File: config.mk
export PLATFORM = sky130hd
export DESIGN_NAME = rpn_calc_ctrl_flat
export DESIGN_NICKNAME = d
export VERILOG_FILES = /design/src/rtl/rpn_calc_ctrl_pkg.sv /design/src/rtl/rpn_calc_ctrl_if.sv /design/src/rtl/rpn_calc_ctrl_btn_edge_detect.sv /design/src/rtl/rpn_calc_ctrl.sv /design/src/flat_wrapper.sv
export SDC_FILE = /design/constraint.sdc
export NUM_CORES = 1
export LEC_CHECK = 0
export ABC_CLOCK_PERIOD_IN_PS = 1900
export CAP_MARGIN = 20
export CORE_MARGIN = 2
export CORE_UTILIZATION = 44
export DETAILED_ROUTE_END_ITERATION = 6
export MAX_ROUTING_LAYER = met4
export PLACE_DENSITY = 0.89
export SLEW_MARGIN = 25
export SYNTH_ARGS = -nofsm -noshare
export SYNTH_HDL_FRONTEND = slang
export SYNTH_SLANG_ARGS = --single-unit
File: constraint.sdc
create_clock -name clk -period 1.9 [get_ports clk]
set_input_delay 0.19 -clock clk [delete_from_list [all_inputs] [get_ports clk]]
set_output_delay 0.19 -clock clk [all_outputs]
set_load 0.02 [all_outputs]
File: src/rtl/rpn_calc_ctrl_pkg.sv
// ============================================================================
// Module      : rpn_ctrl_pkg
// Description : Shared types and constants for the RPN calculator controller.
// Revision    : 1.0 - initial release
// ============================================================================
`default_nettype none

package rpn_ctrl_pkg;

    typedef enum logic [1:0] {
        S_A   = 2'd0,
        S_B   = 2'd1,
        S_OP  = 2'd2,
        S_RES = 2'd3
    } state_t;

    localparam logic [1:0] c_OP_ADD = 2'd0;
    localparam logic [1:0] c_OP_SUB = 2'd1;
    localparam logic [1:0] c_OP_OR  = 2'd2;
    localparam logic [1:0] c_OP_AND = 2'd3;

    localparam int c_FLAG_N = 3;
    localparam int c_FLAG_Z = 2;
    localparam int c_FLAG_C = 1;
    localparam int c_FLAG_V = 0;

endpackage

`default_nettype wire

File: src/rtl/rpn_calc_ctrl_if.sv
// ============================================================================
// Module      : rpn_calc_ctrl_if
// Description : Operand/opcode/result bus between the controller and the ALU.
// Revision    : 1.0 - initial release
// ============================================================================
`default_nettype none

interface rpn_calc_ctrl_if #(
    parameter int DATA_W = 16,
    parameter int OP_W   = 2
);
    logic [DATA_W-1:0] alu_a;
    logic [DATA_W-1:0] alu_b;
    logic [OP_W-1:0]   alu_op;
    logic [DATA_W-1:0] alu_result;
    logic [3:0]        alu_flags;

    modport master (
        output alu_a,
        output alu_b,
        output alu_op,
        input  alu_result,
        input  alu_flags
    );

    modport slave (
        input  alu_a,
        input  alu_b,
        input  alu_op,
        output alu_result,
        output alu_flags
    );
endinterface

`default_nettype wire

File: src/rtl/rpn_calc_ctrl_btn_edge_detect.sv
// ============================================================================
// Module      : btn_edge_detect
// Description : One-cycle event on the chosen edge of a debounced button level.
// Revision    : 1.0 - initial release
// ============================================================================
`default_nettype none

module btn_edge_detect #(
    parameter bit EDGE = 1'b0
) (
    input  wire logic clk,
    input  wire logic rst,
    input  wire logic level,
    output logic      ev
);

    logic r_level_q;

    always_ff @(posedge clk) begin
        if (rst) begin
            r_level_q <= 1'b0;
        end else begin
            r_level_q <= level;
        end
    end

    generate
        if (EDGE) begin : g_fall
            assign ev = ~level & r_level_q;
        end else begin : g_rise
            assign ev = level & ~r_level_q;
        end
    endgenerate

endmodule

`default_nettype wire

File: src/rtl/rpn_calc_ctrl.sv
// ============================================================================
// Module      : rpn_calc_ctrl
// Description : Operand A / operand B / opcode / result sequencer for the RPN calculator.
// Revision    : 1.0 - initial release
// ============================================================================
`default_nettype none

module rpn_calc_ctrl
    import rpn_ctrl_pkg::*;
#(
    parameter int DATA_W      = 16,
    parameter int OP_W        = 2,
    parameter bit MASK_OPCODE = 1'b0,
    parameter bit BUTTON_EDGE = 1'b0
) (
    input  wire logic              clk,
    input  wire logic              rst,
    input  wire logic              enter,
    input  wire logic              undo,
    input  wire logic [DATA_W-1:0] data_in,
    rpn_calc_ctrl_if.master        alu,
    output logic      [DATA_W-1:0] display,
    output logic      [3:0]        flags,
    output logic      [1:0]        state
);

    state_t            r_state;
    logic [DATA_W-1:0] r_a;
    logic [DATA_W-1:0] r_b;
    logic [OP_W-1:0]   r_op;
    logic [DATA_W-1:0] r_res;
    logic [3:0]        r_flags;

    logic w_enter_ev;
    logic w_undo_ev;
    logic w_op_ok;

    btn_edge_detect #(.EDGE(BUTTON_EDGE)) u_enter_edge (
        .clk   (clk),
        .rst   (rst),
        .level (enter),
        .ev    (w_enter_ev)
    );

    btn_edge_detect #(.EDGE(BUTTON_EDGE)) u_undo_edge (
        .clk   (clk),
        .rst   (rst),
        .level (undo),
        .ev    (w_undo_ev)
    );

    generate
        if (MASK_OPCODE) begin : g_mask_op
            assign w_op_ok = (data_in[DATA_W-1:OP_W] == '0);
        end else begin : g_no_mask_op
            assign w_op_ok = 1'b1;
        end
    endgenerate

    // Undo takes priority: a simultaneous enter event is simply dropped.
    always_ff @(posedge clk) begin
        if (rst) begin
            r_state <= S_A;
            r_a     <= '0;
            r_b     <= '0;
            r_op    <= '0;
            r_res   <= '0;
            r_flags <= '0;
        end else if (w_undo_ev) begin
            case (r_state)
                S_B:     r_state <= S_A;
                S_OP:    r_state <= S_B;
                S_RES:   r_state <= S_OP;
                default: r_state <= S_A;
            endcase
        end else if (w_enter_ev) begin
            case (r_state)
                S_A: begin
                    r_a     <= data_in;
                    r_state <= S_B;
                end
                S_B: begin
                    r_b     <= data_in;
                    r_state <= S_OP;
                end
                S_OP: begin
                    if (w_op_ok) begin
                        r_op    <= data_in[OP_W-1:0];
                        r_res   <= alu.alu_result;
                        r_flags <= alu.alu_flags;
                        r_state <= S_RES;
                    end
                end
                default: begin
                    r_res   <= '0;
                    r_flags <= '0;
                    r_state <= S_A;
                end
            endcase
        end
    end

    // The ALU sees the live switch opcode while it is being chosen.
    assign alu.alu_a  = r_a;
    assign alu.alu_b  = r_b;
    assign alu.alu_op = (r_state == S_OP) ? data_in[OP_W-1:0] : r_op;

    assign display = (r_state == S_RES) ? r_res : data_in;
    assign flags   = (r_state == S_RES) ? r_flags : 4'b0000;
    assign state   = r_state;

endmodule

`default_nettype wire

File: src/flat_wrapper.sv
// flat-port wrapper written by rule: the top's interface ports become plain ports
module rpn_calc_ctrl_flat import rpn_ctrl_pkg::*;
#(
    parameter int DATA_W      = 16,
    parameter int OP_W        = 2,
    parameter bit MASK_OPCODE = 1'b0,
    parameter bit BUTTON_EDGE = 1'b0
)
  (clk, rst, enter, undo, data_in, display, flags, state, alu_alu_a, alu_alu_b, alu_alu_op, alu_alu_result, alu_alu_flags);
  rpn_calc_ctrl_if #(.DATA_W(DATA_W), .OP_W(OP_W)) alu_i ();
  input  wire logic clk;
  input  wire logic rst;
  input  wire logic enter;
  input  wire logic undo;
  input  wire logic [DATA_W-1:0] data_in;
  output logic      [DATA_W-1:0] display;
  output logic      [3:0] flags;
  output logic      [1:0] state;
  output wire logic [$bits(alu_i.alu_a)-1:0] alu_alu_a;
  output wire logic [$bits(alu_i.alu_b)-1:0] alu_alu_b;
  output wire logic [$bits(alu_i.alu_op)-1:0] alu_alu_op;
  input wire logic [$bits(alu_i.alu_result)-1:0] alu_alu_result;
  input wire logic [$bits(alu_i.alu_flags)-1:0] alu_alu_flags;
  assign alu_alu_a = alu_i.alu_a;
  assign alu_alu_b = alu_i.alu_b;
  assign alu_alu_op = alu_i.alu_op;
  assign alu_i.alu_result = alu_alu_result;
  assign alu_i.alu_flags = alu_alu_flags;
  rpn_calc_ctrl #(.DATA_W(DATA_W), .OP_W(OP_W), .MASK_OPCODE(MASK_OPCODE), .BUTTON_EDGE(BUTTON_EDGE)) u_core (.clk(clk), .rst(rst), .enter(enter), .undo(undo), .data_in(data_in), .alu(alu_i), .display(display), .flags(flags), .state(state));
endmodule
==> key figures <==
Die
  • Die Wd: 81.2 µm
  • I/O pins: 96
  • Die ar.: 0.00659 mm²
  • Starting Density: 44.8%
  • Row count: 28
  • Die height: 81.2 µm
  • Placeable Area: 0.00585 mm²

Synthesis
  • Cell Area, Synth: 0.00262 mm²
  • Cells after Synth: 280
  • Register area share after synthesis: 44.3%
  • Syn Nets: 324
  • Yosys warning total: 0
  • FF+latch count, synth: 58
  • Count of cell types in the netlist: 25
  • Mean Syn Cell Area: 9.36 µm²

Timing
  • Fmax: 533 MHz
  • Relative slew slack: 69.9%
  • Crit path setup slack, layout: 0.0236 ns
  • Endpoints failing hold: 0
  • Period utilization: 98.8%
  • Actual slew at the worst max-slew pin: 0.451 ns
  • Setup violators final: 0
  • Tmin final: 1.88 ns
  • Slew Viols, Final: 0
  • RSZ-0062 raised after global routing: yes
  • Layout Skew: 0.00482 ns

Critical path
  • Worst Path Arrival: 1.69 ns
  • Crit path kind: reg -> out
  • CP Data Required Time: 1.71 ns
  • Worst-path fanout max: 5
  • Startpoint type of the worst setup path: flop
  • CP cell instances: inv_1, ha_2, mux2_2, dlygate4sd2_1
  • Crit path max-delay cell type: mux2_2
  • Critical path's top delay family: buffers and inverters
  • Largest stage delay, worst path: 0.37 ns
  • Worst Path Buf+Inv: 2
  • Crit. End Element: output port

Placed design
  • Post-DP HPWL: 5340 µm
  • GP Congestion: 0.801
  • Placement Setup Slack: 0.0301 ns
  • Port-buffer cells: 95
  • Placed insts: 437
  • Post-Place Cell Area: 0.00366 mm²

Route
  • Met3 wire length: 364 µm
  • DR WL met2: 3850 µm
  • Final WL: 7680 µm
  • Met1 wire length: 3280 µm
  • 1st-pass router iterations: 4
  • Avg WL per Cell: 17.0 µm
  • Vias: 2425
  • DRC viols: 0
  • Initial drt markers: 79
  • Top Layer Used: met4
  • Vias per inst: 5.35
  • Routed Antenna Nets: 0

Cells and area
  • Area delta synth->final: 45.9%
  • Nets: 417
  • Ant diodes: 0
  • Layout Cells excl Fill: 453
  • Fill count: 464
  • Design area: 0.00382 mm²
  • Layout cells sized above 1: 18.3%
  • Post-layout util: 65.4%

Status
  • Outcome: completed

GRT
  • Pin count of the biggest net entering global routing: 47
  • Initial antenna violation count: 0
  • Vias in the first global route: 2443
  • First-pass GRT wire length: 11800 µm
  • Tot GR Track Use: 24.5%
  • Overflow after GRT: 0

Clock tree
  • Worst skew pair latency: 0.34 ns
  • CTS tree: built
  • CTS root buf: clkbuf_8
  • Hold buffers post-CTS: 0
  • Clock buffer depth: 2
  • Clock sink count: 58
  • CTS H-tree depth: 3
  • Cts bufs inserted: 9
  • Total setup buffers inserted after CTS: 0
  • Clock transition at path regs: 0.07 ns

Hold path
  • Hold crit path type: in -> reg

Power
  • Total power: 0.00305 W
  • Worst VDD drop: 0.469 mV
  • Leak Pwr: 1.51 nW
  • Pwr dens: 798 mW/mm²

Flow run
  • Max Cap Viol: 0
-- path summary, 6_finish.rpt --
kind / end / start / depth (start not counted) / slack (ns)
worst max-delay path: alu_alu_op[0] / u_core.state[0] / 4 / 0.02
worst min-delay path: u_core.r_flags[0] / alu_alu_flags[0] / 3 / 0.41
worst max register to register: u_core.r_res[11] / u_core.state[0] / 5 / 0.07
worst min register to register: u_core.alu.alu_b[3] / u_core.alu.alu_b[3] / 2 / 0.46
-- synth_stat cells, drive strengths merged --
library cell,number,area share [%]
o21ai,2,0.38
or2,1,0.24
a31oi,1,0.24
mux2i,32,12
dfxtp,58,44
o311ai,20,6.7
inv,4,0.57
nand2,70,10
nor3,4,0.76
o31ai,21,6.0
and2,4,0.95
or3,1,0.43
mux2,18,7.7
and3,2,0.48
nand3,2,0.38
a21oi,3,0.57
clkbuf,22,3.2
ha,4,1.9
nand2b,2,0.48
nor2b,4,0.95
buf,5,1.5
-- cells in the final DEF (no fill, tap or decap), types with 4 or more instances in the layout --
master	count
nand2_1	70
mux2i_1	32
o31ai_1	21
nor2b_1	4
and2_1	4
dlygate4sd2_1	6
mux2_2	18
nor3_1	4
o311ai_0	18
dfxtp_1	57
clkbuf_8	9
clkdlybuf4s50_1	73
clkbuf_2	13
buf_4	11
-- per-layer routing --
metal | vias to the layer above | track usage (%)
met5 | - | -
met4 | 0 | 12.2
met3 | 17 | 5.56
met2 | 75 | 41.2
met1 | 1156 | 27.3
li1 | 1177 | -
-- through the flow --
step	TNS (ns)	hold slack, ns
floorplan	0	0.318
global placement	0	0.444
detailed placement	0	0.451
CTS	-0.0123	0.392
global route	-0.119	0.420
finish	0	0.407
-- worst register-to-register path, cell delays in order, from the launching register on --
cell and delay, ns:
dfxtp_1 0.33, buf_4 0.15, ha_1 0.22, or2_1 0.23, or3_4 0.47, o31ai_1 0.33
-- layout make-up --
cell class                      count  area, µm²  share of cell area [%]
Multi-Input combinational cell    191       1330                    34.7
Sequential cell                    58       1160                    30.4
Clock buffer                        9        124                    3.24
Tap cell                           75       93.8                    2.45
Inverter                            4       15.0                   0.393
Clock inverter                      7       93.8                    2.45
Timing Repair Buffer              109       1010                    26.3
-- cells by family (layout without fill, tap and decap cells) --
logic type      count (synthesis)  after routing  synth area share (%)
fa+ha+maj                       4              4                  1.91
buf+inv                        31            129                  5.25
mux                            50             50                  20.0
compound gates                 47             47                  13.9
flops                          58             58                  44.3
simple gates                   90             90                  14.7
-- flip-flops by register name, indices dropped and copies added (netlist names) --
signal / cells
u_core.alu.alu_b: 16
u_core.r_flags: 4
u_core.r_res: 16
u_core.alu.alu_a: 16
u_core.u_enter_edge.r_level_q: 1
u_core.r_op: 2
u_core.state: 2
u_core.u_undo_edge.r_level_q: 1
-- power breakdown --
group	internal, W	switching (W)
combinational	0.000245	0.000288
sequential	0.00125	0.0000225
clock	0.000734	0.000506
-- what timing repair did --
action / 4_1_cts / 5_1_grt
resized for setup: 44 / 15
pin swaps: 0 / 1
setup endpoints to repair: 22 / 18
hold endpoints to repair: 0 / 0
No activity file was read; power rests on OpenSTA's default activity.
